$ cat src/rtl/spi_ram_mon_pkg.sv
// Shared types and constants for the SPI-slave RAM protocol monitor.
// Command encoding follows the two MSBs of din; error indices map to err_flags bits.
package spi_ram_mon_pkg;

    typedef enum logic [1:0] {
        CMD_WR_ADDR = 2'b00,
        CMD_WR_DATA = 2'b01,
        CMD_RD_ADDR = 2'b10,
        CMD_RD_DATA = 2'b11
    } cmd_e;

    typedef enum logic [1:0] {
        IDLE   = 2'b00,
        WAIT   = 2'b01,
        EXPECT = 2'b10,
        HOLD   = 2'b11
    } state_e;

    localparam int ERR_SEQ           = 0;
    localparam int ERR_TX_MISSING    = 1;
    localparam int ERR_TX_SPURIOUS   = 2;
    localparam int ERR_DATA_MISMATCH = 3;
    localparam int ERR_ADDR_RANGE    = 4;
    localparam int ERR_W             = 5;

    // Address width needed to index a shadow of the given depth (never zero).
    function automatic int shadow_aw(input int depth);
        return (depth > 1) ? $clog2(depth) : 1;
    endfunction

endpackage

$ cat src/rtl/spi_ram_mon_shadow.sv
// Shadow copy of the RAM contents: one write port, asynchronous read,
// and a per-entry valid bit so unwritten locations are never data-checked.
module spi_ram_mon_shadow
    import spi_ram_mon_pkg::*;
#(
    parameter int DATA_W = 8,
    parameter int DEPTH  = 256,
    parameter int AW     = 8
) (
    input  logic              clk,
    input  logic              rst_n,
    input  logic              we,
    input  logic [AW-1:0]     waddr,
    input  logic [DATA_W-1:0] wdata,
    input  logic [AW-1:0]     raddr,
    output logic [DATA_W-1:0] rdata,
    output logic              rvalid
);

    logic [DATA_W-1:0] mem_q [DEPTH];
    logic [DEPTH-1:0]  valid_q;
    logic [DEPTH-1:0]  valid_d;
    logic [DEPTH-1:0]  wsel;

    // One-hot write decode, so the valid vector has a single driver.
    generate
        for (genvar gi = 0; gi < DEPTH; gi++) begin : g_wsel
            assign wsel[gi] = we && (waddr == AW'(gi));
        end
    endgenerate

    always_comb begin
        valid_d = valid_q | wsel;
    end

    always_ff @(posedge clk) begin
        if (we) begin
            mem_q[waddr] <= wdata;
        end
    end

    always_ff @(posedge clk) begin
        if (!rst_n) begin
            valid_q <= '0;
        end else begin
            valid_q <= valid_d;
        end
    end

    // Asynchronous read: a same-cycle write is seen only after the edge.
    assign rdata  = mem_q[raddr];
    assign rvalid = valid_q[raddr];

endmodule

$ cat src/rtl/spi_ram_protocol_monitor.sv
// Protocol monitor for the SPI-slave RAM interface: checks command order,
// tx_valid timing and read data against a shadow, with sticky/counted errors.
module spi_ram_protocol_monitor
    import spi_ram_mon_pkg::*;
#(
    parameter int ADDR_SIZE  = 8,
    parameter int MEM_DEPTH  = 256,
    parameter int TX_LATENCY = 1,
    parameter int CNT_W      = 8
) (
    input  logic                 clk,
    input  logic                 rst_n,
    input  logic [ADDR_SIZE+1:0] din,
    input  logic                 rx_valid,
    input  logic [ADDR_SIZE-1:0] dout,
    input  logic                 tx_valid,
    input  logic                 clr,
    output logic [ERR_W-1:0]     err_flags,
    output logic [CNT_W-1:0]     err_count,
    output logic                 err_pulse
);

    localparam int                 AW        = shadow_aw(MEM_DEPTH);
    localparam logic [ADDR_SIZE:0] DEPTH_LIM = (ADDR_SIZE+1)'(MEM_DEPTH);
    localparam logic [2:0]         CNT_LOAD  = 3'(TX_LATENCY - 1);

    cmd_e                 cmd;
    logic [ADDR_SIZE-1:0] payload;
    logic                 addr_in_range;

    state_e           state_q, state_d;
    logic [2:0]       cnt_q, cnt_d;
    logic             rearm_q, rearm_d;
    logic [AW-1:0]    wr_addr_q, wr_addr_d;
    logic [AW-1:0]    rd_addr_q, rd_addr_d;
    logic             wr_addr_ok_q, wr_addr_ok_d;
    logic             rd_addr_ok_q, rd_addr_ok_d;
    logic [ERR_W-1:0] err_flags_q, err_flags_d;
    logic [CNT_W-1:0] err_count_q, err_count_d;
    logic             err_pulse_q, err_pulse_d;

    logic [ERR_W-1:0]     new_err;
    logic                 shadow_we;
    logic [ADDR_SIZE-1:0] shadow_rdata;
    logic                 shadow_rvalid;

    assign cmd           = cmd_e'(din[ADDR_SIZE+1:ADDR_SIZE]);
    assign payload       = din[ADDR_SIZE-1:0];
    assign addr_in_range = {1'b0, payload} < DEPTH_LIM;
    assign shadow_we     = rx_valid && (cmd == CMD_WR_DATA) && wr_addr_ok_q;

    spi_ram_mon_shadow #(
        .DATA_W (ADDR_SIZE),
        .DEPTH  (MEM_DEPTH),
        .AW     (AW)
    ) u_shadow (
        .clk    (clk),
        .rst_n  (rst_n),
        .we     (shadow_we),
        .waddr  (wr_addr_q),
        .wdata  (payload),
        .raddr  (rd_addr_q),
        .rdata  (shadow_rdata),
        .rvalid (shadow_rvalid)
    );

    always_comb begin
        state_d      = state_q;
        cnt_d        = cnt_q;
        rearm_d      = rearm_q;
        wr_addr_d    = wr_addr_q;
        rd_addr_d    = rd_addr_q;
        wr_addr_ok_d = wr_addr_ok_q;
        rd_addr_ok_d = rd_addr_ok_q;
        new_err      = '0;

        // Read-response timing and data check.
        case (state_q)
            IDLE: begin
                if (tx_valid) new_err[ERR_TX_SPURIOUS] = 1'b1;
            end
            WAIT: begin
                if (tx_valid) new_err[ERR_TX_SPURIOUS] = 1'b1;
                if (rx_valid) new_err[ERR_SEQ] = 1'b1;
                if (cnt_q <= 3'd1) begin
                    state_d = EXPECT;
                end else begin
                    cnt_d = cnt_q - 3'd1;
                end
            end
            EXPECT: begin
                if (!tx_valid) begin
                    new_err[ERR_TX_MISSING] = 1'b1;
                end else if (shadow_rvalid && (dout != shadow_rdata)) begin
                    new_err[ERR_DATA_MISMATCH] = 1'b1;
                end
                state_d = HOLD;
            end
            default: begin
                if (tx_valid) new_err[ERR_TX_SPURIOUS] = 1'b1;
                state_d = rearm_q ? WAIT : IDLE;
                rearm_d = 1'b0;
            end
        endcase

        if (rx_valid) begin
            case (cmd)
                CMD_WR_ADDR: begin
                    if (!addr_in_range) begin
                        new_err[ERR_ADDR_RANGE] = 1'b1;
                    end else begin
                        wr_addr_d    = payload[AW-1:0];
                        wr_addr_ok_d = 1'b1;
                    end
                end
                CMD_WR_DATA: begin
                    if (!wr_addr_ok_q) new_err[ERR_SEQ] = 1'b1;
                end
                CMD_RD_ADDR: begin
                    if (!addr_in_range) begin
                        new_err[ERR_ADDR_RANGE] = 1'b1;
                    end else begin
                        rd_addr_d    = payload[AW-1:0];
                        rd_addr_ok_d = 1'b1;
                    end
                end
                default: begin
                    if (!rd_addr_ok_q) begin
                        new_err[ERR_SEQ] = 1'b1;
                    end else if (state_q == EXPECT) begin
                        // Cannot start while the current check owns the next cycle; defer past HOLD.
                        rearm_d = 1'b1;
                        cnt_d   = CNT_LOAD;
                    end else if (state_q != WAIT) begin
                        if (TX_LATENCY == 1) begin
                            state_d = EXPECT;
                        end else begin
                            state_d = WAIT;
                            cnt_d   = CNT_LOAD;
                        end
                    end
                end
            endcase
        end

        err_pulse_d = |new_err;
        if (clr) begin
            err_flags_d = new_err;
            err_count_d = (|new_err) ? CNT_W'(1) : '0;
        end else begin
            err_flags_d = err_flags_q | new_err;
            if ((|new_err) && (err_count_q != '1)) begin
                err_count_d = err_count_q + CNT_W'(1);
            end else begin
                err_count_d = err_count_q;
            end
        end
    end

    always_ff @(posedge clk) begin
        if (!rst_n) begin
            state_q      <= IDLE;
            cnt_q        <= '0;
            rearm_q      <= 1'b0;
            wr_addr_q    <= '0;
            rd_addr_q    <= '0;
            wr_addr_ok_q <= 1'b0;
            rd_addr_ok_q <= 1'b0;
            err_flags_q  <= '0;
            err_count_q  <= '0;
            err_pulse_q  <= 1'b0;
        end else begin
            state_q      <= state_d;
            cnt_q        <= cnt_d;
            rearm_q      <= rearm_d;
            wr_addr_q    <= wr_addr_d;
            rd_addr_q    <= rd_addr_d;
            wr_addr_ok_q <= wr_addr_ok_d;
            rd_addr_ok_q <= rd_addr_ok_d;
            err_flags_q  <= err_flags_d;
            err_count_q  <= err_count_d;
            err_pulse_q  <= err_pulse_d;
        end
    end

    assign err_flags = err_flags_q;
    assign err_count = err_count_q;
    assign err_pulse = err_pulse_q;

endmodule
$ cat config.mk
export PLATFORM = sky130hd
export DESIGN_NAME = spi_ram_protocol_monitor
export DESIGN_NICKNAME = d
export VERILOG_FILES = /design/src/rtl/spi_ram_mon_pkg.sv /design/src/rtl/spi_ram_mon_shadow.sv /design/src/rtl/spi_ram_protocol_monitor.sv
export SDC_FILE = /design/constraint.sdc
export NUM_CORES = 2
export LEC_CHECK = 0
export CORE_UTILIZATION = 60
export CTS_CLUSTER_DIAMETER = 200
export CTS_CLUSTER_SIZE = 20
export DETAILED_ROUTE_END_ITERATION = 8
export PLACE_DENSITY = 0.85
export SYNTH_ARGS = -nofsm -noshare
export SYNTH_HDL_FRONTEND = slang
export SYNTH_SLANG_ARGS = --single-unit
$ cat constraint.sdc
create_clock -name clk -period 4.6 [get_ports clk]
set_clock_uncertainty 0.2 [all_clocks]
set_input_delay 0.92 -clock clk [delete_from_list [all_inputs] [get_ports clk]]
set_output_delay 0.92 -clock clk [all_outputs]
set_load 0.05 [all_outputs]
Yosys cells after proc, flatten, opt, wreduce, memory -nomap -nowiden

Memories as Yosys holds them, arrays and structs flattened. A register that Yosys moved wholly into a read port is not among the register bits.
Cells that the tools add are included.

Bits in writable memories: 2048
Bits in registers: 294
Memories: 1
Input bits: 23
Output and inout bits: 14

Memories:

| name           | words | width | rd ports | clocked after Yosys merged registers in | wr ports | RTL line                 | text |
|---|---|---|---|---|---|---|---|
| u_shadow.mem_q | 256   | 8     | 1        | 1                                       | 1        | spi_ram_mon_shadow.sv:20 | `logic [DATA_W-1:0] mem_q [DEPTH];` |

Add/subtract/negate cells: 2
Bitwise logic cells: 3
Multiplexer cells: 42
Equal/unequal tests: 262
Reductions and logical operators: 271
$lt $le $gt $ge: 2

Operators with widths:

| operator                                                             | number |
|---|---|
| 8-bit == test, second input constant                                 | 128 |
| 8-bit by 7-bit == test with 1-bit output, second input constant      | 64 |
| 1-bit logical AND                                                    | 260 |
| 8-bit by 6-bit == test with 1-bit output, second input constant      | 32 |
| 256-bit bitwise OR                                                   | 1 |
| 8-bit by 5-bit == test with 1-bit output, second input constant      | 16 |
| 8-bit by 4-bit == test with 1-bit output, second input constant      | 8 |
| 8-bit by 3-bit == test with 1-bit output, second input constant      | 4 |
| 8-bit 2-to-1 mux                                                     | 4 |
| 1-bit 2-to-1 mux                                                     | 22 |
| 3-bit 2-to-1 mux                                                     | 6 |
| 8-bit by 2-bit == test with 1-bit output, second input constant      | 2 |
| 2-bit 2-to-1 mux                                                     | 6 |
| 8-bit by 9-bit < comparator with 1-bit output, second input constant | 1 |
| 8-bit by 1-bit adder with 8-bit output, second input constant        | 1 |
| 1-bit binary-select mux with 8-bit select                            | 1 |
| 8-bit by 1-bit == test with 1-bit output, second input constant      | 1 |
| 8-bit logical NOT                                                    | 1 |
| 8-bit != test                                                        | 1 |
| 8-bit != test, second input constant                                 | 1 |
| 2-bit case mux with 3 select lines                                   | 1 |
| 3-bit OR reduction                                                   | 2 |
| 5-bit by 4-bit bitwise OR with 5-bit output                          | 1 |
| 2-bit by 1-bit == test with 1-bit output, second input constant      | 2 |
| 12 further kinds                                                     | 16 |

Longest topological paths before layout

Word-level depth: 10
Mapped depth: 18

By module

A second synthesis with hierarchy kept.

Cell total of the unflattened synthesis: 4650
Area total of the unflattened synthesis: 90357.9 um^2

Modules (own cells, without submodules):

| module                   | cells an instance | instances | area an instance (um^2) |
|---|---|---|---|
| spi_ram_mon_shadow       | 4450              | 1         | 88568.7 |
| spi_ram_protocol_monitor | 200               | 1         | 1789.2 |

Worst setup path before layout

No wires, ideal clock.

Path type: flip-flop to flip-flop
Start point: register rd_addr_q[0]
End point: register err_count_q[1], in the netlist err_count[1]
Library setup time: 0.119 ns
Clock period less this slack: 3.722 ns
Data arrival time: 3.403 ns
Setup slack: 0.878 ns
Stages on the path, launching flop included: 11
Cells stage by stage: dfxtp_1 clkbuf_1 mux4_2 mux4_2 mux4_2 mux4_2 nand3_1 a31oi_4 o21ai_4 mux2i_1 nor2_1

Cells in the longest elaborated chain, start to end: 9

Ends and longest elaborated chain:

| element                                   | RTL line                        | text |
|---|---|---|
| start, declared                           | spi_ram_protocol_monitor.sv:35  | `logic [AW-1:0] rd_addr_q, rd_addr_d;` |
| start signal, assigned                    | spi_ram_protocol_monitor.sv:177 | `rd_addr_q <= rd_addr_d;` |
| 1-bit binary-select mux with 8-bit select | spi_ram_mon_shadow.sv:52        | `assign rvalid = valid_q[raddr];` |
| 1-bit 2-to-1 mux (not written as such)    | spi_ram_mon_shadow.sv:52        |  |
| 1-bit logical AND                         | spi_ram_protocol_monitor.sv:94  | `end else if (shadow_rvalid && (dout != shadow_rdata)) begin` |
| 1-bit 2-to-1 mux                          | spi_ram_protocol_monitor.sv:94  |  |
| 1-bit 2-to-1 mux                          | spi_ram_protocol_monitor.sv:92  | `if (!tx_valid) begin` |
| 1-bit 2-to-1 mux                          | spi_ram_protocol_monitor.sv:78  | `case (state_q)` |
| 4-bit OR reduction                        | spi_ram_protocol_monitor.sv:152 | `if ((\|new_err) && (err_count_q != '1)) begin` |
| 1-bit logical AND                         | spi_ram_protocol_monitor.sv:152 |  |
| 2-bit nonzero test (no source line)       | n/a                             |  |
| end signal, assigned                      | spi_ram_protocol_monitor.sv:181 | `err_count_q <= err_count_d;` |
| end, declared                             | spi_ram_protocol_monitor.sv:39  | `logic [CNT_W-1:0] err_count_q, err_count_d;` |

Every way passes these cells. The select of a mux whose other input is x is not followed.
A chain may end at the register's enable or synchronous reset.

==> results.py <==
metrics = {
    "grt": {
        "grt.total_usage": 0.337,
        "grt_overflow": 0,
        "grt_pass1_vias": 52408,
        "grt_pass1_wl_mm": 364,
        "grt_start_max_net_pins": 146,
        "antenna_found_initial": 8,
    },
    "yosys": {
        "seq_area_frac_synth": 0.745,
        "synth_area_leaders": "edfxtp_1 68%, mux4_2 13%, dfxtp_1 6.7%",
        "ys_seq_elements": 2349,
        "yosysWarnings": 0,
        "netlist_instances": 4913,
        "synth_top_area_frac": 0.679,
        "syn_area_per_cell_um2": 18.4,
        "mappedNetlistArea_um2": 90600,
        "synthDistinctLibCells": 76,
        "yosys.area.top_type": "edfxtp_1",
        "synth-edff-count": 2048,
        "synthFlopType": "edfxtp_1",
        "syn-num-nets": 4939,
        "async_reset_ff_frac": 0,
    },
    "critical_path": {
        "cp-start-kind": "flip-flop",
        "path_delay_family": "compound AO/OA/AOI/OAI gates",
        "path_class": "flip-flop to flip-flop",
        "critPathCaptureType": "flip-flop",
        "crit_path_max_fanout": 10,
        "cp_num_buf_inv": 2,
        "crit_path_cell_trace": "nand2b_1, buf_4, o221ai_1, a221oi_1, nor4_2, a21oi_1, o311ai_1, xnor2_1, nor3_2, a31oi_4, buf_12, o21ai_4, or3_1, a21oi_2",
        "cp.arrival_ns": 5.21,
        "cp_slowest_cell": "a221oi_1",
        "critPathMaxStageDelay_ns": 0.86,
        "crit_required_ns": 5.15,
    },
    "clock_network": {
        "cts_tree": "done",
        "ctsHoldBuffers": 0,
        "clock-sinks": 2349,
        "h-tree-depth": 4,
        "clockRootBuffer": "clkbuf_16",
        "cts-buffers-inserted": 135,
        "clk_latency_ns": 0.82,
        "clockBufferDepth": 3,
        "cts.clk_slew.worst_paths_ns": 0.08,
    },
    "cells_and_area": {
        "layoutNonFillerInstCount": 7560,
        "fillers": 8502,
        "finalNetCount": 5455,
        "area_growth_syn_to_layout_pct": 12.4,
        "finish.instance_area_um2": 102000,
        "drive_gt1_frac": 0.250,
    },
    "power": {
        "p_int_mw": 29.6,
        "peakVddDrop_uv": 446,
        "pwr-share-clk": 0.338,
        "p_leak_nw": 32.0,
        "power_frac_seq": 0.617,
        "p_switching_mw": 7.90,
        "switching_share": 0.211,
        "p_per_area_nw_per_um2": 368,
        "p_comb_frac": 0.045,
    },
    "timing": {
        "slew_headroom": 0.222,
        "finalSetupTns_ns": -0.148,
        "worst_pin_slew_ns": 1.17,
        "rsz0062_at_grt": "yes",
        "finalHoldViolCount": 0,
        "worst_slack_ns": -0.0657,
        "slew_viol_final": 0,
        "period_minus_slack_ns": 4.67,
        "finalSetupViolations": 3,
        "fin_crit_sh": 1.01,
        "max_freq_mhz": 214,
    },
    "place": {
        "place_congestion": 0.972,
        "dp_cells": 7269,
        "dp_hpwl_mm": 161,
        "port_buffers": 35,
        "dpl-instance-area_um2": 96900,
    },
    "route": {
        "drtIter0Drc": 9685,
        "via_count": 53291,
        "drc_errors": 0,
        "ant_nets": 0,
        "drtPass1Iterations": 9,
        "via_per_inst": 7.05,
        "wl_mm": 261,
        "routedWlPerCell_um": 34.5,
    },
    "run": {
        "cap_violations": 0,
    },
    "die": {
        "initial_core_util": 0.605,
        "coreArea_um2": 150000,
        "die_area_um2": 153000,
        "fp.dieW_um": 391,
        "ioPinCount": 37,
        "num_rows": 142,
        "fp.dieH_um": 391,
    },
    "min_path": {
        "hp-class": "flip-flop to flip-flop",
        "holdCritStartpoint": "u_shadow.valid_q[207]",
    },
    "status": {
        "status": "finished with violations",
        "failed_checks": "setup timing",
    },
}
## layout by cell type (no fill, tap or decap), types with 6 or more instances in the layout
cell type / n
edfxtp_1: 2048
nor2_1: 847
buf_4: 542
mux4_2: 525
dfxtp_1: 292
mux2i_1: 188
clkbuf_16: 146
nand2_1: 117
a22oi_1: 107
clkbuf_1: 98
a21oi_1: 78
buf_12: 55
o22ai_1: 39
nand3_1: 33
o21ai_0: 32
nor2b_1: 28
clkdlybuf4s50_1: 27
a211oi_1: 25
a31oi_1: 16
nor4_1: 14
nand2b_1: 13
mux2_2: 13
o21ai_1: 13
buf_6: 11
nor3_1: 10
a22o_1: 10
o221ai_1: 10
o211ai_1: 8
or3_1: 8
clkbuf_8: 8
inv_1: 7
nand3b_1: 7
and2_1: 7
nor4_2: 7
nand4_1: 6
xnor2_1: 6
## power groups by stage
stage	Combinational, mW	Clock [mW]	Sequential, mW
2_1_floorplan	0.740	0	23.6
3_3_place_gp	1.48	0	23.6
3_5_place_dp	1.53	0	23.6
4_1_cts	1.57	12.6	23.1
5_1_grt	1.71	13.3	23.1
6_report	1.68	12.7	23.1
## layer usage
metal / vias to the layer above / global-route usage / share of wire
met1: 26300 / 0.428 / 0.31
met2: 5426 / 0.515 / 0.46
met5: - / 0 / 0.00031
met3: 1118 / 0.112 / 0.16
met4: 12 / 0.185 / 0.067
li1: 20435 / - / -
## cell families (layout without fill, tap and decap cells)
kind of cell,Yosys count,count (layout),share of synthesized area
other,1,4,0.0000414
adder cells (fa/ha/maj),3,3,0.000414
multiplexers,730,730,0.153
AO/OA/AOI/OAI,401,401,0.0302
buffers and inverters,284,912,0.0181
XOR/XNOR,8,8,0.000773
flip-flops,2349,2349,0.745
AND/OR/NAND/NOR,1137,1137,0.0518
## registers in the layout, indices dropped and copies added, names as in the netlist, named ones only
name and count:
u_shadow.mem_q 2048, u_shadow.valid_q 256, err_count 8, rd_addr_q 8
wr_addr_q 8, err_flags 4, cnt_q 3, state_q 2
err_pulse 1, rd_addr_ok_q 1, wr_addr_ok_q 1
## metrics by stage
step	hold slack (ns)	utilization	power, mW	worst slack, ns
after floorplan	0.235	-	24.4	0.878
after global placement	0.243	0.647	25.1	-0.380
after detailed placement	0.254	0.647	25.2	-0.368
after CTS	0.271	0.676	37.3	0.0111
after global routing	0.285	0.680	38.2	-0.0813
final	0.270	0.680	37.5	-0.0657
## tightest hold or removal path, delay by kind of cell, from the launching register on
| kind | cells | cell delay [ns] |
|---|---|---|
| flip-flops | 1 | 0.33 |
| AND/OR/NAND/NOR | 2 | 0.11 |
## final timing paths
path / to / slack, ns / cells past startpoint
max: err_count[3] / -0.07 / 14
min: u_shadow.valid_q[207] / 0.27 / 2
max reg2reg: err_count[3] / -0.07 / 14
min reg2reg: u_shadow.valid_q[207] / 0.27 / 2
## cell usage after synthesis (9+ instances only)
cell,instances
a211oi_1,26
a21oi_1,83
a22o_1,10
a22oi_1,112
a31oi_1,17
and2_1,10
buf_1,19
buf_2,65
buf_4,38
buf_6,38
clkbuf_1,107
dfxtp_1,301
edfxtp_1,2048
inv_1,9
mux2_2,13
mux2i_1,192
mux4_2,525
nand2_1,117
nand2b_1,13
nand3_1,33
nor2_1,848
nor2b_1,33
nor3_1,12
nor4_1,21
o21ai_0,34
o21ai_1,11
o221ai_1,12
o22ai_1,39
or3_1,9
## final cells by class
| type | count | area [µm²] | area share |
|---|---|---|---|
| Tap cell | 2016 | 2520 | 0.0248 |
| Inverter | 10 | 45.0 | 0.000442 |
| Clock inverter | 8 | 100 | 0.000983 |
| Antenna cell | 3 | 7.51 | 0.0000737 |
| Timing Repair Buffer | 653 | 5930 | 0.0583 |
| Multi-Input combinational cell | 2280 | 21700 | 0.213 |
| Clock buffer | 241 | 3950 | 0.0388 |
| Sequential cell | 2349 | 67500 | 0.663 |
## repair_timing
| item | CTS | global route |
|---|---|---|
| setup endpoints to repair | 8 | 10 |
| pin swaps | 2 | 7 |
| buffers inserted | 8 | 27 |
| gates cloned | 1 | 3 |
| resized for setup | 18 | 62 |
No activity file was read; power rests on OpenSTA's default activity.
